## src/rtl/bus_arbiter_if.sv

```systemverilog
// TileLink-UL A/D channel bundle between the arbiter (master) and the memory port (slave).
interface bus_arbiter_if #(
  parameter int unsigned AW = 64,
  parameter int unsigned DW = 64
);
  logic          a_valid;
  logic          a_ready;
  logic [2:0]    a_opcode;
  logic [2:0]    a_size;
  logic [AW-1:0] a_address;
  logic [DW-1:0] a_data;
  logic          d_valid;
  logic          d_ready;
  logic [DW-1:0] d_data;

  modport master (
    output a_valid, a_opcode, a_size, a_address, a_data, d_ready,
    input  a_ready, d_valid, d_data
  );

  modport slave (
    input  a_valid, a_opcode, a_size, a_address, a_data, d_ready,
    output a_ready, d_valid, d_data
  );
endinterface

```

## src/rtl/bus_arbiter.sv

```systemverilog
// Round-robin arbiter sharing one TileLink-UL port between fetch (port 0) and data (port 1);
// grant is held until the last D beat, and fetch responses can be dropped on redirect.
module bus_arbiter #(
  parameter int unsigned AW        = 64,
  parameter int unsigned DW        = 64,
  parameter int unsigned MAX_BEATS = 8
) (
  input  logic          clk,
  input  logic          rst_n,
  input  logic          req0,
  input  logic          req1,
  input  logic [2:0]    op0,
  input  logic [2:0]    op1,
  input  logic [2:0]    size0,
  input  logic [2:0]    size1,
  input  logic [AW-1:0] addr0,
  input  logic [AW-1:0] addr1,
  input  logic [DW-1:0] wdata0,
  input  logic [DW-1:0] wdata1,
  output logic          gnt0,
  output logic          gnt1,
  input  logic          flush0,
  output logic          rvalid0,
  output logic          rvalid1,
  output logic [DW-1:0] rdata,
  output logic          rlast,
  output logic          busy,
  bus_arbiter_if.master bus
);
  localparam int unsigned CW = $clog2(MAX_BEATS) + 1;

  typedef enum logic [1:0] {S_IDLE, S_A, S_D} state_t;

  state_t        state, state_nx;
  logic          owner, owner_nx;
  logic          last, last_nx;
  logic          drop, drop_nx;
  logic [CW-1:0] beats, beats_nx;
  logic [CW-1:0] cnt, cnt_nx;
  logic [2:0]    op_q, op_nx;
  logic [2:0]    size_q, size_nx;
  logic [AW-1:0] addr_q, addr_nx;
  logic [DW-1:0] data_q, data_nx;

  logic          sel;
  logic [2:0]    sel_size;
  logic [CW-1:0] sel_beats;

  // Winner selection and beat count of the winner's request (1 beat up to 8 bytes, capped).
  always_comb begin
    sel      = (req0 & req1) ? ~last : req1;
    sel_size = sel ? size1 : size0;
    if (sel_size <= 3'd3)
      sel_beats = CW'(1);
    else if ((32'(1) << (sel_size - 3'd3)) >= 32'(MAX_BEATS))
      sel_beats = CW'(MAX_BEATS);
    else
      sel_beats = CW'(32'(1) << (sel_size - 3'd3));
  end

  always_ff @(posedge clk) begin
    if (!rst_n) begin
      state  <= S_IDLE;
      owner  <= 1'b0;
      last   <= 1'b1;
      drop   <= 1'b0;
      beats  <= '0;
      cnt    <= '0;
      op_q   <= '0;
      size_q <= '0;
      addr_q <= '0;
      data_q <= '0;
    end else begin
      state  <= state_nx;
      owner  <= owner_nx;
      last   <= last_nx;
      drop   <= drop_nx;
      beats  <= beats_nx;
      cnt    <= cnt_nx;
      op_q   <= op_nx;
      size_q <= size_nx;
      addr_q <= addr_nx;
      data_q <= data_nx;
    end
  end

  always_comb begin
    state_nx = state;
    owner_nx = owner;
    last_nx  = last;
    drop_nx  = drop;
    beats_nx = beats;
    cnt_nx   = cnt;
    op_nx    = op_q;
    size_nx  = size_q;
    addr_nx  = addr_q;
    data_nx  = data_q;
    gnt0     = 1'b0;
    gnt1     = 1'b0;
    rvalid0  = 1'b0;
    rvalid1  = 1'b0;
    rlast    = 1'b0;
    rdata    = '0;
    case (state)
      S_IDLE: begin
        drop_nx = 1'b0;
        if (req0 | req1) begin
          state_nx = S_A;
          owner_nx = sel;
          beats_nx = sel_beats;
          op_nx    = sel ? op1 : op0;
          size_nx  = sel_size;
          addr_nx  = sel ? addr1 : addr0;
          data_nx  = sel ? wdata1 : wdata0;
        end
      end
      S_A: begin
        if (flush0 && !owner) drop_nx = 1'b1;
        if (bus.a_ready) begin
          gnt0     = ~owner;
          gnt1     = owner;
          last_nx  = owner;
          cnt_nx   = beats;
          state_nx = S_D;
        end
      end
      S_D: begin
        if (flush0 && !owner) drop_nx = 1'b1;
        if (bus.d_valid) begin
          rdata   = bus.d_data;
          rvalid0 = ~owner & ~drop;
          rvalid1 = owner & ~drop;
          rlast   = (cnt == CW'(1));
          if (cnt != '0) cnt_nx = cnt - CW'(1);
          // Final beat: drop is a per-transaction flag, so it clears here too.
          if (cnt <= CW'(1)) begin
            state_nx = S_IDLE;
            drop_nx  = 1'b0;
          end
        end
      end
      default: state_nx = S_IDLE;
    endcase
  end

  assign busy          = (state != S_IDLE);
  assign bus.a_valid   = (state == S_A);
  assign bus.d_ready   = (state == S_D);
  assign bus.a_opcode  = op_q;
  assign bus.a_size    = size_q;
  assign bus.a_address = addr_q;
  assign bus.a_data    = data_q;
endmodule

```

## src/flat_wrapper.sv

```systemverilog
// flat-port wrapper written by rule: the top's interface ports become plain ports
module bus_arbiter_flat 
#(
  parameter int unsigned AW        = 64,
  parameter int unsigned DW        = 64,
  parameter int unsigned MAX_BEATS = 8
)
  (clk, rst_n, req0, req1, op0, op1, size0, size1, addr0, addr1, wdata0, wdata1, gnt0, gnt1, flush0, rvalid0, rvalid1, rdata, rlast, busy, bus_a_valid, bus_a_opcode, bus_a_size, bus_a_address, bus_a_data, bus_d_ready, bus_a_ready, bus_d_valid, bus_d_data);
  bus_arbiter_if #(.AW(AW), .DW(DW)) bus_i ();
  input  logic clk;
  input  logic rst_n;
  input  logic req0;
  input  logic req1;
  input  logic [2:0] op0;
  input  logic [2:0] op1;
  input  logic [2:0] size0;
  input  logic [2:0] size1;
  input  logic [AW-1:0] addr0;
  input  logic [AW-1:0] addr1;
  input  logic [DW-1:0] wdata0;
  input  logic [DW-1:0] wdata1;
  output logic gnt0;
  output logic gnt1;
  input  logic flush0;
  output logic rvalid0;
  output logic rvalid1;
  output logic [DW-1:0] rdata;
  output logic rlast;
  output logic busy;
  output wire logic [$bits(bus_i.a_valid)-1:0] bus_a_valid;
  output wire logic [$bits(bus_i.a_opcode)-1:0] bus_a_opcode;
  output wire logic [$bits(bus_i.a_size)-1:0] bus_a_size;
  output wire logic [$bits(bus_i.a_address)-1:0] bus_a_address;
  output wire logic [$bits(bus_i.a_data)-1:0] bus_a_data;
  output wire logic [$bits(bus_i.d_ready)-1:0] bus_d_ready;
  input wire logic [$bits(bus_i.a_ready)-1:0] bus_a_ready;
  input wire logic [$bits(bus_i.d_valid)-1:0] bus_d_valid;
  input wire logic [$bits(bus_i.d_data)-1:0] bus_d_data;
  assign bus_a_valid = bus_i.a_valid;
  assign bus_a_opcode = bus_i.a_opcode;
  assign bus_a_size = bus_i.a_size;
  assign bus_a_address = bus_i.a_address;
  assign bus_a_data = bus_i.a_data;
  assign bus_d_ready = bus_i.d_ready;
  assign bus_i.a_ready = bus_a_ready;
  assign bus_i.d_valid = bus_d_valid;
  assign bus_i.d_data = bus_d_data;
  bus_arbiter #(.AW(AW), .DW(DW), .MAX_BEATS(MAX_BEATS)) u_core (.clk(clk), .rst_n(rst_n), .req0(req0), .req1(req1), .op0(op0), .op1(op1), .size0(size0), .size1(size1), .addr0(addr0), .addr1(addr1), .wdata0(wdata0), .wdata1(wdata1), .gnt0(gnt0), .gnt1(gnt1), .flush0(flush0), .rvalid0(rvalid0), .rvalid1(rvalid1), .rdata(rdata), .rlast(rlast), .busy(busy), .bus(bus_i));
endmodule
```

## config.mk

```make
export PLATFORM = sky130hd
export DESIGN_NAME = bus_arbiter_flat
export DESIGN_NICKNAME = d
export VERILOG_FILES = /design/src/rtl/bus_arbiter_if.sv /design/src/rtl/bus_arbiter.sv /design/src/flat_wrapper.sv
export SDC_FILE = /design/constraint.sdc
export NUM_CORES = 1
export LEC_CHECK = 0
export ABC_AREA = 1
export CAP_MARGIN = 5
export CORE_AREA = 8 8 208 210
export DETAILED_ROUTE_END_ITERATION = 7
export DIE_AREA = 0 0 216 218
export GPL_ROUTABILITY_DRIVEN = 0
export PLACE_DENSITY = 0.55
export SETUP_SLACK_MARGIN = 0.02
export SYNTH_ARGS = -nofsm -noshare
export SYNTH_HDL_FRONTEND = slang
export SYNTH_SLANG_ARGS = --single-unit
```

## constraint.sdc

```tcl
create_clock -name clk -period 2.5 [get_ports clk]
set_input_delay 0.5 -clock clk [delete_from_list [all_inputs] [get_ports clk]]
set_output_delay 0.5 -clock clk [all_outputs]
set_load 0.1 [all_outputs]
```

After elaboration in Yosys (flattened, before gate mapping). Cells that the tools add are included.

Bits of input ports: 339. Word-level logic and storage cells: 74. Output and inout bits: 206. Flip-flop bits (word level): 147.

Muxes and demuxes: 32. Equal/unequal tests: 8. Shift operators: 1. Add/subtract/negate cells: 2. Bitwise operators: 7. Order comparisons: 3. Reductions and logical operators: 11.

Operators by type and width (count): $mux W64 (4); $ge A32 B4 Y1 const B (1); $shl A1 B3 Y32 const A (1); $mux W4 (5); $mux W1 (14); $ne A2 B1 Y1 const B (5); $mux W2 (4); $pmux W4 S2 (1); $reduce_and A4 Y1 (2); $mux W3 (2); $pmux W2 S3 (1); $eq A4 B1 Y1 const B (1); $le A4 B1 Y1 const B (1); $reduce_and A2 Y1 (2); $reduce_bool A2 Y1 (2); $reduce_bool A4 Y1 (1); $sub A4 B1 Y4 const B (1); $and A1 B1 Y1 (3); $le A3 B2 Y1 const B (1); $not A1 Y1 (3); $pmux W1 S3 (1); $reduce_bool A3 Y1 (1); $sub A3 B2 Y3 const B (1); $eq A2 B1 Y1 const B (1); other kinds (5) (5).

Longest topological paths before layout. Gate-level depths: netlist of run 1.

Depth in word-level cells: 8. Depth in mapped cells: 14. Gate-level depth less buffers: 13.

Least setup slack after synthesis of run 1. No wires, ideal clock.

Path type: register to output. Start: reg u_core.state[0]. End: out rvalid0. Buffers on the path: 1. Arrival: 3.788 ns. Slack: -1.788 ns. Stages on the path, launching flop included: 6. Cells stage by stage: dfxtp_1 inv_1 ha_1 nand2_1 clkbuf_1 nor3_1.

Cells in the longest elaborated chain, start to end: 2.

RTL lines: from (decl) (line bus_arbiter.sv:34) `state_t state, state_nx;`; from (signal assigned) (line bus_arbiter.sv:74) `state <= state_nx;`; $eq A2 B2 Y1; net bus_d_ready (line flat_wrapper.sv:35) `output wire logic [$bits(bus_i.d_ready)-1:0] bus_d_ready;`; $mux W1 (line bus_arbiter.sv:104) `case (state)`; to (decl) (line flat_wrapper.sv:25) `output logic rvalid0;`.

The timed path passes the listed nets, and every way through them passes these cells.

Final worst setup path of run 1.
Start: in bus_d_valid. End: out rdata[12].

Cells in the longest elaborated chain, start to end: 2.

RTL lines: from (decl) (line flat_wrapper.sv:37) `input wire logic [$bits(bus_i.d_valid)-1:0] bus_d_valid;`; $mux W64 (line bus_arbiter.sv:129) `if (bus.d_valid) begin`; $mux W64 (line bus_arbiter.sv:104); to (decl) (line flat_wrapper.sv:27) `output logic [DW-1:0] rdata;`.

Every way passes these cells.

==> impl_summary.log, run 1 <==
[metrics] result of the run: finished clean
[metrics] commonest cells after routing, fill and taps aside: clkdlybuf4s50_1 (337), nand2_1 (293), buf_4 (160), dfxtp_1 (147), a31oi_1 (132)
[metrics] Data required, critical path: 2.00 ns
[metrics] layout-stage area growth over the synthesis result: 108%
[metrics] crit path kind: primary input to output port
[metrics] maximum buffer depth of the clock tree: 2
[metrics] number of buffers added by the clock tree synthesis step: 17
[metrics] detailed-placement wirelength estimate: 30.0 mm
[metrics] Final Max Slew Viols: 0
[metrics] leakage power summed over all cells: between 6 and 7 nW
[metrics] largest net degree at the start of global routing: a little over 80
[metrics] cell chosen for the clock root: clkbuf_16
[metrics] proportion of layout cells with a drive suffix above 1: 0.230
[metrics] Wirelength per Cell: 18.1 microns
[metrics] maximum VDD drop: slightly above 0.7 mV
[metrics] clock transition at the register clock pins on the worst setup and hold paths after CTS: ~0.070 ns
[metrics] Seq/Total Area, Yosys: 0.422
[metrics] final setup vio count: 0
[metrics] final setup margin: between 0.1 and 0.15 ns
[metrics] Sinks on Clock Net: about 150
[metrics] setup TNS: 0 ns
[metrics] count of yosys warnings during synthesis: 0
[metrics] clock tree from TritonCTS: yes
[metrics] DR vias: 8833
[metrics] DIE WIDTH: 216 microns
[metrics] Vias/cell: approximately 4.3
[metrics] total grt overflow: 0
[metrics] flops & latches, synth: approximately 150
[metrics] shortest clock period the worst path allows after layout: 2.37 ns
[metrics] starting density of the core: 0.173
[metrics] Worst Path Arrival: 1.87 ns
[metrics] Synth Net Count: 1359
[metrics] number of nets at the end of the flow: about 1900
[metrics] number of global-route vias before repair: 8882
[metrics] slew at the pin closest to its max-slew limit: 0.447 ns
[metrics] average size of a mapped cell: slightly below 7 sq um
[metrics] Synth Instances: 1011
[metrics] Crit. End Element: output port
[metrics] Util after Layout: 0.360
[metrics] Die Y-Extent: 218 microns
[metrics] Max Freq: roughly 420 MHz
[metrics] count of TritonRoute iterations in the first routing pass: 5
[metrics] Power Dens Cells: between 1000 and 1500 nW/um^2
[metrics] final clock period utilization by the worst path: 0.947
[metrics] Tot GR Track Use: 0.151
[metrics] ys async rst share: 0
[metrics] filler cell count: between 4000 and 5000
[metrics] worst r2r path cells: 8
[metrics] initial antenna violation count: 3
[metrics] Core Area: 40200 sq um
[metrics] Mapped Area: approximately 7000 sq um
[metrics] Final Skew: about 0.01 ns
[metrics] hold buffers post-CTS: 0
[metrics] MaxCap Viol Count: 0
[metrics] worst hold path type: primary input to flop
[metrics] Routed Antenna Nets: 0
[metrics] number of instances on the worst hold path: 3
[metrics] number of top-level design ports: between 500 and 600
[metrics] launching element type of the critical path: primary input
[metrics] pre-CTS setup slack: approximately 0.023 ns
[metrics] biggest fanout along the worst timing path: 13
[metrics] Detailed Route Iter0 Violations: 355
[metrics] Clock Latency Late Sink: 0.46 ns
[metrics] Cell variety after synth: 28
[metrics] die footprint: 47100 sq um
[metrics] most common flop cell mapped by yosys: dfxtp_1
[metrics] sum of routed wire length over all layers: ~38 mm
[metrics] final hold vios: 0
[metrics] leading cell type in the layout, fill and taps excluded: clkdlybuf4s50_1
[metrics] total DRC errors in the routed layout: 0
[metrics] CTS H-tree depth: 4
[metrics] first-pass GRT wire length: 54.9 mm
[metrics] count of port buffers added during placement: between 500 and 600
[metrics] std cell rows: 74
[metrics] worst relative slew slack: 0.702
[metrics] setup repair after global routing missed its margin: no
[metrics] Post-synth EDFFs: 0
-- synthesized netlist by cell type (8+ instances only) --
| master | n | share of area |
|---|---|---|
| a21oi_1 | 15 | 0.011 |
| a31oi_1 | 132 | 0.12 |
| buf_2 | 30 | 0.022 |
| clkbuf_1 | 37 | 0.020 |
| dfxtp_1 | 147 | 0.42 |
| ha_1 | 9 | 0.016 |
| inv_1 | 85 | 0.046 |
| nand2_1 | 295 | 0.16 |
| nand3_1 | 8 | 0.0057 |
| nor2_1 | 76 | 0.041 |
| o21ai_0 | 102 | 0.073 |
| o21ai_1 | 44 | 0.032 |
-- final cells by class --
type	instances	area, sq um	area share
multi-input cells	696	3710	0.256
inverters	88	333	0.0230
flip-flops and latches	147	2940	0.203
clock buffers	18	439	0.0303
diodes	3	7.51	0.000519
repair buffers	580	6230	0.430
well taps	532	666	0.0460
clock inverters	13	149	0.0103
-- final timing paths --
check	from	end	slack [ns]
setup reg to reg	u_core.state[0]$_SDFFE_PN0P_	u_core.bus.a_data[19]$_SDFFE_PN0P_	0.64
hold / removal	rst_n	u_core.bus.a_address[9]$_SDFFE_PN0P_	0.43
hold reg to reg	u_core.bus.a_size[2]$_SDFFE_PN0P_	u_core.bus.a_size[2]$_SDFFE_PN0P_	0.48
setup / recovery	bus_d_valid	rdata[12]	0.13
-- power by group --
group	internal (mW)	total (mW)	switching, mW	leakage, nW
registers	3.19	3.66	0.469	1.22
logic	3.05	12.4	9.33	4.55
clock network	1.50	2.66	1.15	0.280
total	7.74	18.7	11.0	6.05
-- state kept, by name, indices dropped and copies added, names as in the netlist --
name,cells
u_core.beats,4
u_core.bus.a_address,64
u_core.bus.a_data,64
u_core.bus.a_opcode,3
u_core.bus.a_size,3
u_core.cnt,4
u_core.drop,1
u_core.last,1
u_core.owner,1
u_core.state,2
-- repair_timing --
item	in CTS	in global routing
resized for setup	1	1
buffers inserted	0	2
setup endpoints to repair	37	28
cloned	0	0
-- cells by family (layout without fill, tap and decap cells) --
logic type,Yosys count,in the layout,share of synthesized area
AO/OA/AOI/OAI,296,296,0.239
XOR/XNOR,1,1,0.00126
adder cells (fa/ha/maj),9,9,0.0162
buffers and inverters,168,699,0.105
flip-flops,147,147,0.422
other,0,3,0
AND/OR/NAND/NOR,390,390,0.217
-- critical path: stages --
cell and delay (ns):
clkdlybuf4s50_1 0.61, nand2_8 0.17, buf_4 0.24, nor2_2 0.15, buf_12 0.19
-- per-stage QoR --
step                      total power, mW  hold WS (ns)  instance area (sq um)  instances
after floorplan                      12.6         0.441                   7370       1011
after global placement               16.1         0.460                  13800       2041
after detailed placement             16.1         0.474                  13800       2041
after CTS                            18.9         0.401                  14400       2072
after global routing                 19.5         0.425                  14500       2077
final                                18.7         0.434                  14500       2077
-- per-layer routing --
layer  up-vias  share of wire  track usage
met2       375           0.50        0.267
met3        36          0.086       0.0583
met1      4037           0.39        0.162
met5         -              0            0
li1       4385              -            -
met4         0          0.021       0.0577
Power figures use the tool's default switching activity.
==> run 2: changes to the inputs <==
- CORE_AREA: 8 8 208 210 -> 10 10 204 206
- DIE_AREA: 0 0 216 218 -> 0 0 214 216
- PLACE_DENSITY: 0.55 -> 0.57
- SLEW_MARGIN: default -> 30
==> impl_summary.log, run 2 (same netlist as run 1, synthesis figures left out) <==
[metrics] result of the run: finished clean (unchanged)
[metrics] largest net degree at the start of global routing: 80 (was 82)
[metrics] launching element type of the critical path: flop (was primary input)
[metrics] total grt overflow: 0 (unchanged)
[metrics] Core Area: 37400 sq um (was 40200 sq um)
[metrics] Worst path max stage delay: 0.39 ns (was 0.61 ns)
[metrics] Wirelength per Cell: 18.2 microns (was 18.1 microns)
[metrics] leakage power summed over all cells: 6.07 nW (was 6.05 nW)
[metrics] Data required, critical path: 2.00 ns (about the same)
[metrics] crit path kind: flop to output port (was primary input to output port)
[metrics] maximum buffer depth of the clock tree: 2 (unchanged)
[metrics] worst r2r path cells: 8 (unchanged)
[metrics] die footprint: 46200 sq um (was 47100 sq um)
[metrics] starting density of the core: 0.186 (was 0.173)
[metrics] leading cell type in the layout, fill and taps excluded: clkdlybuf4s50_1 (unchanged)
[metrics] worst relative slew slack: 0.555 (was 0.702)
[metrics] filler cell count: 3834 (was 4231)
[metrics] cell repeated most along the worst path: buf_12
[metrics] number of buffers added by the clock tree synthesis step: 17 (unchanged)
[metrics] clock tree from TritonCTS: yes (unchanged)
[metrics] sum of routed wire length over all layers: 37.4 mm (was 37.6 mm)
[metrics] Die Y-Extent: 216 microns (was 218 microns)
[metrics] slew at the pin closest to its max-slew limit: 0.667 ns (was 0.447 ns)
[metrics] maximum VDD drop: 0.971 mV (was 0.723 mV)
[metrics] total DRC errors in the routed layout: 0 (unchanged)
[metrics] layout-stage area growth over the synthesis result: 108% (about the same)
[metrics] cell chosen for the clock root: clkbuf_16 (unchanged)
[metrics] detailed-placement wirelength estimate: 30.1 mm (was 30.0 mm)
[metrics] final setup vio count: 0 (unchanged)
[metrics] count of TritonRoute iterations in the first routing pass: 4 (was 5)
[metrics] initial antenna violation count: 5 (was 3)
[metrics] Routed Antenna Nets: 0 (unchanged)
[metrics] master of the slowest instance on the critical path: dfxtp_1 (was clkdlybuf4s50_1)
[metrics] Sinks on Clock Net: 147 (unchanged)
[metrics] Top Family by Delay on Critical Path: buffers and inverters (unchanged)
[metrics] CTS H-tree depth: 4 (unchanged)
[metrics] count of port buffers added during placement: 544 (unchanged)
[metrics] buffer count from post-CTS setup fixing: 0 (unchanged)
[metrics] number of top-level design ports: 545 (unchanged)
[metrics] series of cell instances along the critical path: inv_1, ha_4, nand2_4, buf_12, nor2_2, buf_12 (was clkdlybuf4s50_1, nand2_8, buf_4, nor2_2, buf_12)
[metrics] non-filler instance count after layout: 2053 (was 2077)
[metrics] setup repair after global routing missed its margin: no (unchanged)
[metrics] number of global-route vias before repair: 8528 (was 8882)
[metrics] area occupied by multi-input gates: 3700 sq um (was 3710 sq um)
[metrics] launch instance of the worst register-to-register path: u_core.state[0]$_SDFFE_PN0P_ (unchanged)
[metrics] buffering stage count on the worst path with inverters included: 3 (unchanged)
[metrics] cell count after placement: 2017 (was 2041)
[metrics] MaxCap Viol Count: 0 (unchanged)
[metrics] hold path start: rst_n (unchanged)
[metrics] worst hold path type: primary input to flop (unchanged)
[metrics] sequential cell area: 2940 sq um (unchanged)
[metrics] Final Max Slew Viols: 0 (unchanged)
[metrics] CP Launch Point: u_core.state[0]$_SDFFE_PN0P_ (was bus_d_valid)
[metrics] Clock Latency Late Sink: 0.43 ns (was 0.46 ns)
[metrics] shortest clock period the worst path allows after layout: 2.35 ns (was 2.37 ns)
[metrics] setup slack on the worst flop-to-flop path: 0.54 ns (was 0.64 ns)
[metrics] Crit. End Element: output port (unchanged)
[metrics] Util after Layout: 0.387 (was 0.360)
[metrics] number of nets at the end of the flow: 1873 (was 1878)
[metrics] Reg2Reg Capture Point: u_core.bus.a_address[48]$_SDFFE_PN0P_ (was u_core.bus.a_data[19]$_SDFFE_PN0P_)
[metrics] Max Freq: 426 MHz (was 423 MHz)
[metrics] Tot GR Track Use: 0.153 (was 0.151)
[metrics] commonest cells after routing, fill and taps aside: clkdlybuf4s50_1 (337), nand2_1 (293), buf_4 (154), dfxtp_1 (147), a31oi_1 (132) (was clkdlybuf4s50_1 (337), nand2_1 (293), buf_4 (160), dfxtp_1 (147), a31oi_1 (132))
[metrics] number of instances on the worst hold path: 3 (unchanged)
[metrics] std cell rows: 71 (was 74)
[metrics] Final Skew: 0.00789 ns (was 0.0100 ns)
[metrics] Vias/cell: 4.25 (about the same)
[metrics] final clock period utilization by the worst path: 0.939 (was 0.947)
[metrics] Detailed Route Iter0 Violations: 437 (was 355)
[metrics] clock transition at the register clock pins on the worst setup and hold paths after CTS: 0.06 ns (was 0.07 ns)
[metrics] biggest fanout along the worst timing path: 28 (was 13)
[metrics] Worst Path Arrival: 1.85 ns (was 1.87 ns)
[metrics] first-pass GRT wire length: 54.5 mm (was 54.9 mm)
[metrics] Power Dens Cells: 1300 nW/um^2 (was 1290 nW/um^2)
[metrics] DR vias: 8717 (was 8833)
[metrics] proportion of layout cells with a drive suffix above 1: 0.226 (was 0.230)
[metrics] final hold vios: 0 (unchanged)
[metrics] worst min-delay path endpoint: u_core.bus.a_address[26]$_SDFFE_PN0P_ (was u_core.bus.a_address[9]$_SDFFE_PN0P_)
[metrics] DIE WIDTH: 214 microns (was 216 microns)
[run 2: changes by cell type in the layout (fill, tap and decap cells not counted)]
cell	change
nand2_8	-1
nand2_4	+1
buf_4	-6
clkinv_2	+2
diode_2	+2
buf_12	+1
inv_6	-5
clkbuf_1	+3
clkinv_4	-1
clkinvlp_4	-2
bufinv_16	+3
[run 2: per-stage QoR]
stage | total power [mW] | area (sq um) | setup TNS, ns | hold WS (ns) | setup slack (ns)
final | 18.8 | 14500 | 0 | 0.469 | 0.152
after detailed placement | 16.1 | 13800 | 0 | 0.463 | 0.0160
after global routing | 19.6 | 14500 | 0 | 0.442 | 0.0257
after global placement | 16.1 | 13800 | 0 | 0.462 | 0.117
after floorplan | 12.6 | 7370 | -2.52 | 0.441 | -0.0828
after CTS | 19.0 | 14400 | 0 | 0.434 | 0.0710
[run 2: final cells by class]
cell class                 count  share of cell area
antenna                        5            0.000865
clock buffer                  21              0.0311
clock inverter                10              0.0125
inverter                      88              0.0230
multi-input combinational    696               0.256
sequential                   147               0.204
tap                          511              0.0442
timing repair buffer         575               0.429
[run 2: worst max path at each step]
stage / to / slack, ns / depth (start not counted)
after CTS: rdata[17] / 0.07 / 6
after floorplan: rdata[10] / -0.08 / 5
final: rdata[12] / 0.15 / 6
after detailed placement: u_core.beats[2]$_SDFFE_PN0P_ / 0.02 / 11
after global routing: rdata[9] / 0.03 / 6
after global placement: u_core.beats[2]$_SDFFE_PN0P_ / 0.12 / 11
[run 2: report_power, final]
group          leakage, nW  internal (mW)  total (mW)  switching (mW)
registers             1.22           3.19        3.66           0.469
clock network        0.307           1.79        2.84            1.05
logic                 4.54           3.04        12.3            9.30
total                 6.07           8.02        18.8            10.8
[run 2: layer usage]
metal / global-route usage / up-vias / part of all wire
met4: 0.0493 / 0 / 0.014
met1: 0.165 / 3926 / 0.39
li1: - / 4380 / -
met2: 0.267 / 384 / 0.51
met5: 0 / - / 0
met3: 0.0606 / 27 / 0.084
[run 2: worst register-to-register path: stages, from the launching register on]
cell and delay, ns:
dfxtp_1 0.34, inv_1 0.14, ha_1 0.24, inv_1 0.14, a21oi_4 0.21, buf_12 0.24
buf_12 0.27, o21ai_0 0.14, a31oi_1 0.17
[run 2: repair_timing]
item,CTS,global route
endpoints found under the setup margin,0,9
gates resized for setup,0,1
hold buffers,0,0
